`config.mk`:
```
export PLATFORM = sky130hd
export DESIGN_NAME = pipe_sequencer_flat
export DESIGN_NICKNAME = d
export VERILOG_FILES = /design/src/rtl/pipe_sequencer_if.sv /design/src/rtl/pipe_sequencer.sv /design/src/flat_wrapper.sv
export SDC_FILE = /design/constraint.sdc
export NUM_CORES = 1
export LEC_CHECK = 0
export ABC_AREA = 1
export CAP_MARGIN = 20
export CORE_AREA = 2 2 78 80
export CTS_CLUSTER_SIZE = 25
export DETAILED_ROUTE_END_ITERATION = 16
export DIE_AREA = 0 0 80 82
export PLACE_DENSITY = 0.66
export SYNTH_ARGS = -nofsm -noshare
export SYNTH_HDL_FRONTEND = slang
export SYNTH_SLANG_ARGS = --single-unit
```
`constraint.sdc`:
```
create_clock -name CLK -period 2 [get_ports CLK]
set_input_delay 0.4 -clock CLK [delete_from_list [all_inputs] [get_ports CLK]]
set_output_delay 0.4 -clock CLK [all_outputs]
set_load 0.02 [all_outputs]
```
`src/rtl/pipe_sequencer_if.sv`:
```
// Control bundle between the pipeline sequencer and the rest of the datapath:
// timing/step inputs, hazard-detect operands, stage enables and debug counters.
interface pipe_sequencer_if #(
    parameter int unsigned CNT_W = 16
);
    logic             tick;
    logic             pause;
    logic             step_pulse;
    logic [3:0]       id_rs;
    logic [3:0]       id_rt;
    logic             id_uses_rt;
    logic             idex_memread;
    logic [3:0]       idex_wa;
    logic             pc_en;
    logic             ifid_en;
    logic             idex_bubble;
    logic             pipe_en;
    logic [1:0]       state;
    logic             step_busy;
    logic [CNT_W-1:0] cycle_cnt;
    logic [CNT_W-1:0] stall_cnt;

    // Datapath/board side: drives timing and hazard operands, consumes enables
    modport master (
        output tick, pause, step_pulse, id_rs, id_rt, id_uses_rt, idex_memread, idex_wa,
        input  pc_en, ifid_en, idex_bubble, pipe_en, state, step_busy, cycle_cnt, stall_cnt
    );

    // Sequencer side
    modport slave (
        input  tick, pause, step_pulse, id_rs, id_rt, id_uses_rt, idex_memread, idex_wa,
        output pc_en, ifid_en, idex_bubble, pipe_en, state, step_busy, cycle_cnt, stall_cnt
    );
endinterface

```
`src/rtl/pipe_sequencer.sv`:
```
// Central advance/stall controller for the 5-stage pipeline.
// A run/halt/step FSM decides when a pipeline tick may advance the stages,
// a load-use check turns such an advance into an ID->EX bubble, and two
// saturating counters record advances and bubbles for the debug display.
module pipe_sequencer #(
    parameter int unsigned CNT_W       = 16,
    parameter int unsigned STEP_CYCLES = 1
) (
    input  logic            CLK,
    input  logic            RST,
    pipe_sequencer_if.slave bus
);
    localparam int unsigned REM_W = (STEP_CYCLES < 2) ? 1 : $clog2(STEP_CYCLES + 1);

    typedef enum logic [1:0] {
        ST_RUN  = 2'b00,
        ST_HALT = 2'b01,
        ST_STEP = 2'b10
    } state_e;

    state_e           state_q, state_d;
    logic [REM_W-1:0] remaining_q, remaining_d;
    logic [CNT_W-1:0] cycle_cnt_q, cycle_cnt_d;
    logic [CNT_W-1:0] stall_cnt_q, stall_cnt_d;

    logic hazard;
    logic adv;
    logic rs_match;
    logic rt_match;

    // Load-use hazard: EX holds a load whose destination is read by the ID instruction
    always_comb begin
        rs_match = (bus.idex_wa == bus.id_rs);
        rt_match = bus.id_uses_rt & (bus.idex_wa == bus.id_rt);
        hazard   = bus.idex_memread & (rs_match | rt_match);
    end

    // Advance qualification from the registered state; reset forces every enable low
    always_comb begin
        adv = ~RST & bus.tick & ((state_q == ST_RUN) | (state_q == ST_STEP));
    end

    assign bus.pipe_en     = adv;
    assign bus.pc_en       = adv & ~hazard;
    assign bus.ifid_en     = adv & ~hazard;
    assign bus.idex_bubble = adv & hazard;
    assign bus.state       = state_q;
    assign bus.step_busy   = (state_q == ST_STEP);
    assign bus.cycle_cnt   = cycle_cnt_q;
    assign bus.stall_cnt   = stall_cnt_q;

    // Run/halt/step next-state; a stalled advance still consumes a step cycle
    always_comb begin
        state_d     = state_q;
        remaining_d = remaining_q;
        unique case (state_q)
            ST_RUN: begin
                if (bus.pause) begin
                    state_d = ST_HALT;
                end
            end
            ST_HALT: begin
                if (!bus.pause) begin
                    state_d = ST_RUN;
                end else if (bus.step_pulse) begin
                    state_d     = ST_STEP;
                    remaining_d = REM_W'(STEP_CYCLES);
                end
            end
            ST_STEP: begin
                if (!bus.pause) begin
                    state_d     = ST_RUN;
                    remaining_d = '0;
                end else if (bus.tick) begin
                    remaining_d = remaining_q - 1'b1;
                    if (remaining_q == REM_W'(1)) begin
                        state_d = ST_HALT;
                    end
                end
            end
            default: begin
                state_d     = ST_HALT;
                remaining_d = '0;
            end
        endcase
    end

    // Saturating advance and bubble counters
    always_comb begin
        cycle_cnt_d = cycle_cnt_q;
        stall_cnt_d = stall_cnt_q;
        if (adv && (cycle_cnt_q != '1)) begin
            cycle_cnt_d = cycle_cnt_q + CNT_W'(1);
        end
        if (adv && hazard && (stall_cnt_q != '1)) begin
            stall_cnt_d = stall_cnt_q + CNT_W'(1);
        end
    end

    // State registers; reset picks RUN or HALT from the live pause level
    always_ff @(posedge CLK) begin
        if (RST) begin
            state_q     <= bus.pause ? ST_HALT : ST_RUN;
            remaining_q <= '0;
            cycle_cnt_q <= '0;
            stall_cnt_q <= '0;
        end else begin
            state_q     <= state_d;
            remaining_q <= remaining_d;
            cycle_cnt_q <= cycle_cnt_d;
            stall_cnt_q <= stall_cnt_d;
        end
    end
endmodule
```
`src/flat_wrapper.sv`:
```
// flat-port wrapper written by rule: the top's interface ports become plain ports
module pipe_sequencer_flat 
#(
    parameter int unsigned CNT_W       = 16,
    parameter int unsigned STEP_CYCLES = 1
)
  (CLK, RST, bus_tick, bus_pause, bus_step_pulse, bus_id_rs, bus_id_rt, bus_id_uses_rt, bus_idex_memread, bus_idex_wa, bus_pc_en, bus_ifid_en, bus_idex_bubble, bus_pipe_en, bus_state, bus_step_busy, bus_cycle_cnt, bus_stall_cnt);
  pipe_sequencer_if #(.CNT_W(CNT_W)) bus_i ();
  input  logic CLK;
  input  logic RST;
  input wire logic [$bits(bus_i.tick)-1:0] bus_tick;
  input wire logic [$bits(bus_i.pause)-1:0] bus_pause;
  input wire logic [$bits(bus_i.step_pulse)-1:0] bus_step_pulse;
  input wire logic [$bits(bus_i.id_rs)-1:0] bus_id_rs;
  input wire logic [$bits(bus_i.id_rt)-1:0] bus_id_rt;
  input wire logic [$bits(bus_i.id_uses_rt)-1:0] bus_id_uses_rt;
  input wire logic [$bits(bus_i.idex_memread)-1:0] bus_idex_memread;
  input wire logic [$bits(bus_i.idex_wa)-1:0] bus_idex_wa;
  output wire logic [$bits(bus_i.pc_en)-1:0] bus_pc_en;
  output wire logic [$bits(bus_i.ifid_en)-1:0] bus_ifid_en;
  output wire logic [$bits(bus_i.idex_bubble)-1:0] bus_idex_bubble;
  output wire logic [$bits(bus_i.pipe_en)-1:0] bus_pipe_en;
  output wire logic [$bits(bus_i.state)-1:0] bus_state;
  output wire logic [$bits(bus_i.step_busy)-1:0] bus_step_busy;
  output wire logic [$bits(bus_i.cycle_cnt)-1:0] bus_cycle_cnt;
  output wire logic [$bits(bus_i.stall_cnt)-1:0] bus_stall_cnt;
  assign bus_i.tick = bus_tick;
  assign bus_i.pause = bus_pause;
  assign bus_i.step_pulse = bus_step_pulse;
  assign bus_i.id_rs = bus_id_rs;
  assign bus_i.id_rt = bus_id_rt;
  assign bus_i.id_uses_rt = bus_id_uses_rt;
  assign bus_i.idex_memread = bus_idex_memread;
  assign bus_i.idex_wa = bus_idex_wa;
  assign bus_pc_en = bus_i.pc_en;
  assign bus_ifid_en = bus_i.ifid_en;
  assign bus_idex_bubble = bus_i.idex_bubble;
  assign bus_pipe_en = bus_i.pipe_en;
  assign bus_state = bus_i.state;
  assign bus_step_busy = bus_i.step_busy;
  assign bus_cycle_cnt = bus_i.cycle_cnt;
  assign bus_stall_cnt = bus_i.stall_cnt;
  pipe_sequencer #(.CNT_W(CNT_W), .STEP_CYCLES(STEP_CYCLES)) u_core (.CLK(CLK), .RST(RST), .bus(bus_i));
endmodule
```
==> results <==
[routing by layer]
metal,track usage,wire length (um),vias up
met2,0.317,2600,49
met3,0.0374,207,8
met1,0.206,2530,1045
li1,-,-,1272
met4,0.0356,44,0
met5,0,0,-
[cell usage after synthesis, drive strengths merged, types with 2 or more instances]
master  number  share of area
nand2       99           0.17
nand4       11          0.034
inv         46          0.078
o21ai       13          0.031
nor3        11          0.030
xor2         5          0.020
buf          6          0.026
ha           5          0.028
a21oi       18          0.041
nand3       20          0.052
dfxtp       33           0.30
nor2        73           0.13
edfxtp       2          0.027
or2          2         0.0057
[metrics by stage]
| stage | power [W] | util | hold WS, ps | cells | cell area (um^2) |
|---|---|---|---|---|---|
| after floorplan | 0.00102 | - | 425 | 352 | 2240 |
| after global placement | 0.00120 | 0.515 | 435 | 493 | 2960 |
| after detailed placement | 0.00121 | 0.515 | 439 | 493 | 2960 |
| after CTS | 0.00190 | 0.546 | 450 | 508 | 3140 |
| after global routing | 0.00199 | 0.551 | 481 | 507 | 3170 |
| final | 0.00188 | 0.551 | 447 | 507 | 3170 |
[worst register-to-register path, delay by kind of cell, from the launching register on]
kind	cells	cell delay, ps
fa+ha+maj	1	160
flops	1	390
simple gates	4	330
buf+inv	6	760
compound gates	1	130
[report_power, final]
part           switching (W)  leakage [nW]  internal, W
Sequential         0.0000183         0.288     0.000733
Clock               0.000259        0.0612     0.000403
Combinational       0.000243         0.917     0.000223
Total               0.000521          1.27      0.00136
[state kept, by name, indices dropped and copies added, names as in the netlist]
name and count:
u_core.bus.cycle_cnt 16, u_core.bus.stall_cnt 16, u_core.bus.state 2, u_core.remaining_q 1
[final timing paths]
path	end	slack [ps]	cells past startpoint	start
setup / recovery	bus_pc_en	10	7	u_core.bus.state[0]
hold reg to reg	u_core.remaining_q	450	2	u_core.remaining_q
setup reg to reg	u_core.bus.stall_cnt[14]	140	12	u_core.bus.state[1]
hold / removal	u_core.remaining_q	450	2	u_core.remaining_q
[timing repair]
| item | 4_1_cts | 5_1_grt |
|---|---|---|
| buffers inserted | 7 | 0 |
| pin swaps | 6 | 7 |
| resized for setup | 30 | 9 |
| endpoints found under the setup margin | 5 | 15 |
[final cells by class]
type	count	area, um^2	share of cell area
multi-input combinational	264	1330	0.419
tap	75	93.8	0.0296
inverter	47	176	0.0557
timing repair buffer	78	732	0.231
clock inverter	2	35.0	0.0111
clock buffer	6	82.6	0.0261
sequential	35	721	0.228
[cell families (layout without fill, tap and decap cells)]
logic type	after synthesis	in the layout
adders and majority gates	5	5
AOI/OAI and AO/OA	35	35
buffers and inverters	53	133
and+or+nand+nor	218	218
DFF	35	35
xor gates and xnor gates	6	6
==> impl_metrics.csv <==
group,metric,value,unit
status,outcome,"finished, final reports clean",
routing,drt_iter0_drc,88,
routing,ant_nets,0,
timing,timing_worst_slew_pin_value,439,ps
yosys,synthCells,352,
grt,grt_pass1_vias,2155,
routing,routed_via_density,4.68,
worst_setup_path,cp.arrival,1590,ps
yosys,synthSimpleGateAreaFrac,0.431,
routing,route.detailed.drc,0,
layout,fillers,563,
worst_setup_path,crit_slowest_cell,"edfxtp_1",
yosys,avgSynthCellArea,6.27,um^2
yosys,synth.distinct_cells,34,
clock_tree,cts-buffers-inserted,5,
grt,grt_max_degree,16,
clock_tree,clk_latency,280,ps
worst_setup_path,cp.buffers_inverters,3,
clock_tree,cts_max_path_buffers,2,
clock_tree,cts-root-buf,"clkbuf_8",
placement,pre_cts_slack,-575,ps
routing,drt_wl_total,5380,um
floorplan,die_x,80,um
yosys,synthAdderAreaFrac,0.0283,
layout,layout_common_cells,"nand2_1 (95), nor2_1 (65), clkdlybuf4s50_1 (45), inv_1 (44), dfxtp_1 (33)",
worst_setup_path,critPathTopFamily,"flip-flops",
yosys,async_flop_share,0,
grt,grtUsageTotal,0.172,
timing,fin_tns_setup,0,ps
yosys,synth.mux.area_fraction,0,
yosys,synth_edf_count,2,
timing,min_period,1990,ps
timing,fin_ws,12.9,ps
worst_setup_path,crit_fanout,2,
timing,finalSetupViolCount,0,
power_and_ir_drop,cellPowerDensity,594,mW/mm^2
run,drv_cap,0,
floorplan,core_area,0.00575,mm^2
timing,maxClockFrequency,0.503,GHz
timing,max_slew_margin,0.705,
routing,routedWlPerCell,10.6,um
floorplan,dieArea,0.00656,mm^2
clock_tree,clock_sinks,35,
placement,place_congestion,0.875,
layout,layout.nets,455,
clock_tree,cts_tree,"yes",
layout,antenna_cells,0,
floorplan,die_h,82,um
floorplan,start_util,0.384,
yosys,syn_area,0.00221,mm^2
yosys,synth_ff_type,"dfxtp_1",
worst_setup_path,crit_path_end_kind,"primary output",
worst_setup_path,crit_type,"reg2out",
yosys,yosysWarnings,0,
yosys,ys_ff_latch,35,
timing,skew,6.27,ps
clock_tree,hold_buffers,0,
worst_setup_path,critPathMostFrequentCell,"inv_2",
clock_tree,clk_pin_slew,70,ps
yosys,synth_seq_area_share,0.327,
timing,hold_viol_final,0,
floorplan,row_count,28,
yosys,synth_top_family_by_area,"simple AND/OR/NAND/NOR gates",
floorplan,io_pins,58,
yosys,syn_nets,376,
placement,dp_hpwl,4070,um
timing,period_share,0.994,
timing,grt_setup_unrepaired,"yes",
worst_setup_path,required,1600,ps
placement,io_buffers,57,
worst_hold_path,hp-class,"reg2reg",
power_and_ir_drop,cellLeakagePower,1.27,nW
worst_setup_path,path_cells,"inv_2 > ha_4 > nor2_2 > nor3_4 > inv_2 > a21oi_4 > buf_6",
power_and_ir_drop,ir_drop,0.376,mV
layout,area_growth,43.4,%
clock_tree,htree_levels,2,
layout,drive_above_1_share,0.137,
yosys,synth_xor_area_frac,0.0238,
grt,antenna_found_initial,0,
worst_setup_path,slowest_delay,410,ps
timing,maxSlewViolCount,0,
worst_setup_path,cp-start-kind,"register",
grt,grt_pass1_wl,9090,um
routing,routed-via-count,2374,
layout,layout_commonest_cell,"nand2_1",
grt,grt_overflow_total,0,
routing,firstDrtPassIters,4,
yosys,synth_compound_area_frac,0.0850,
Power figures use the tool's default switching activity.
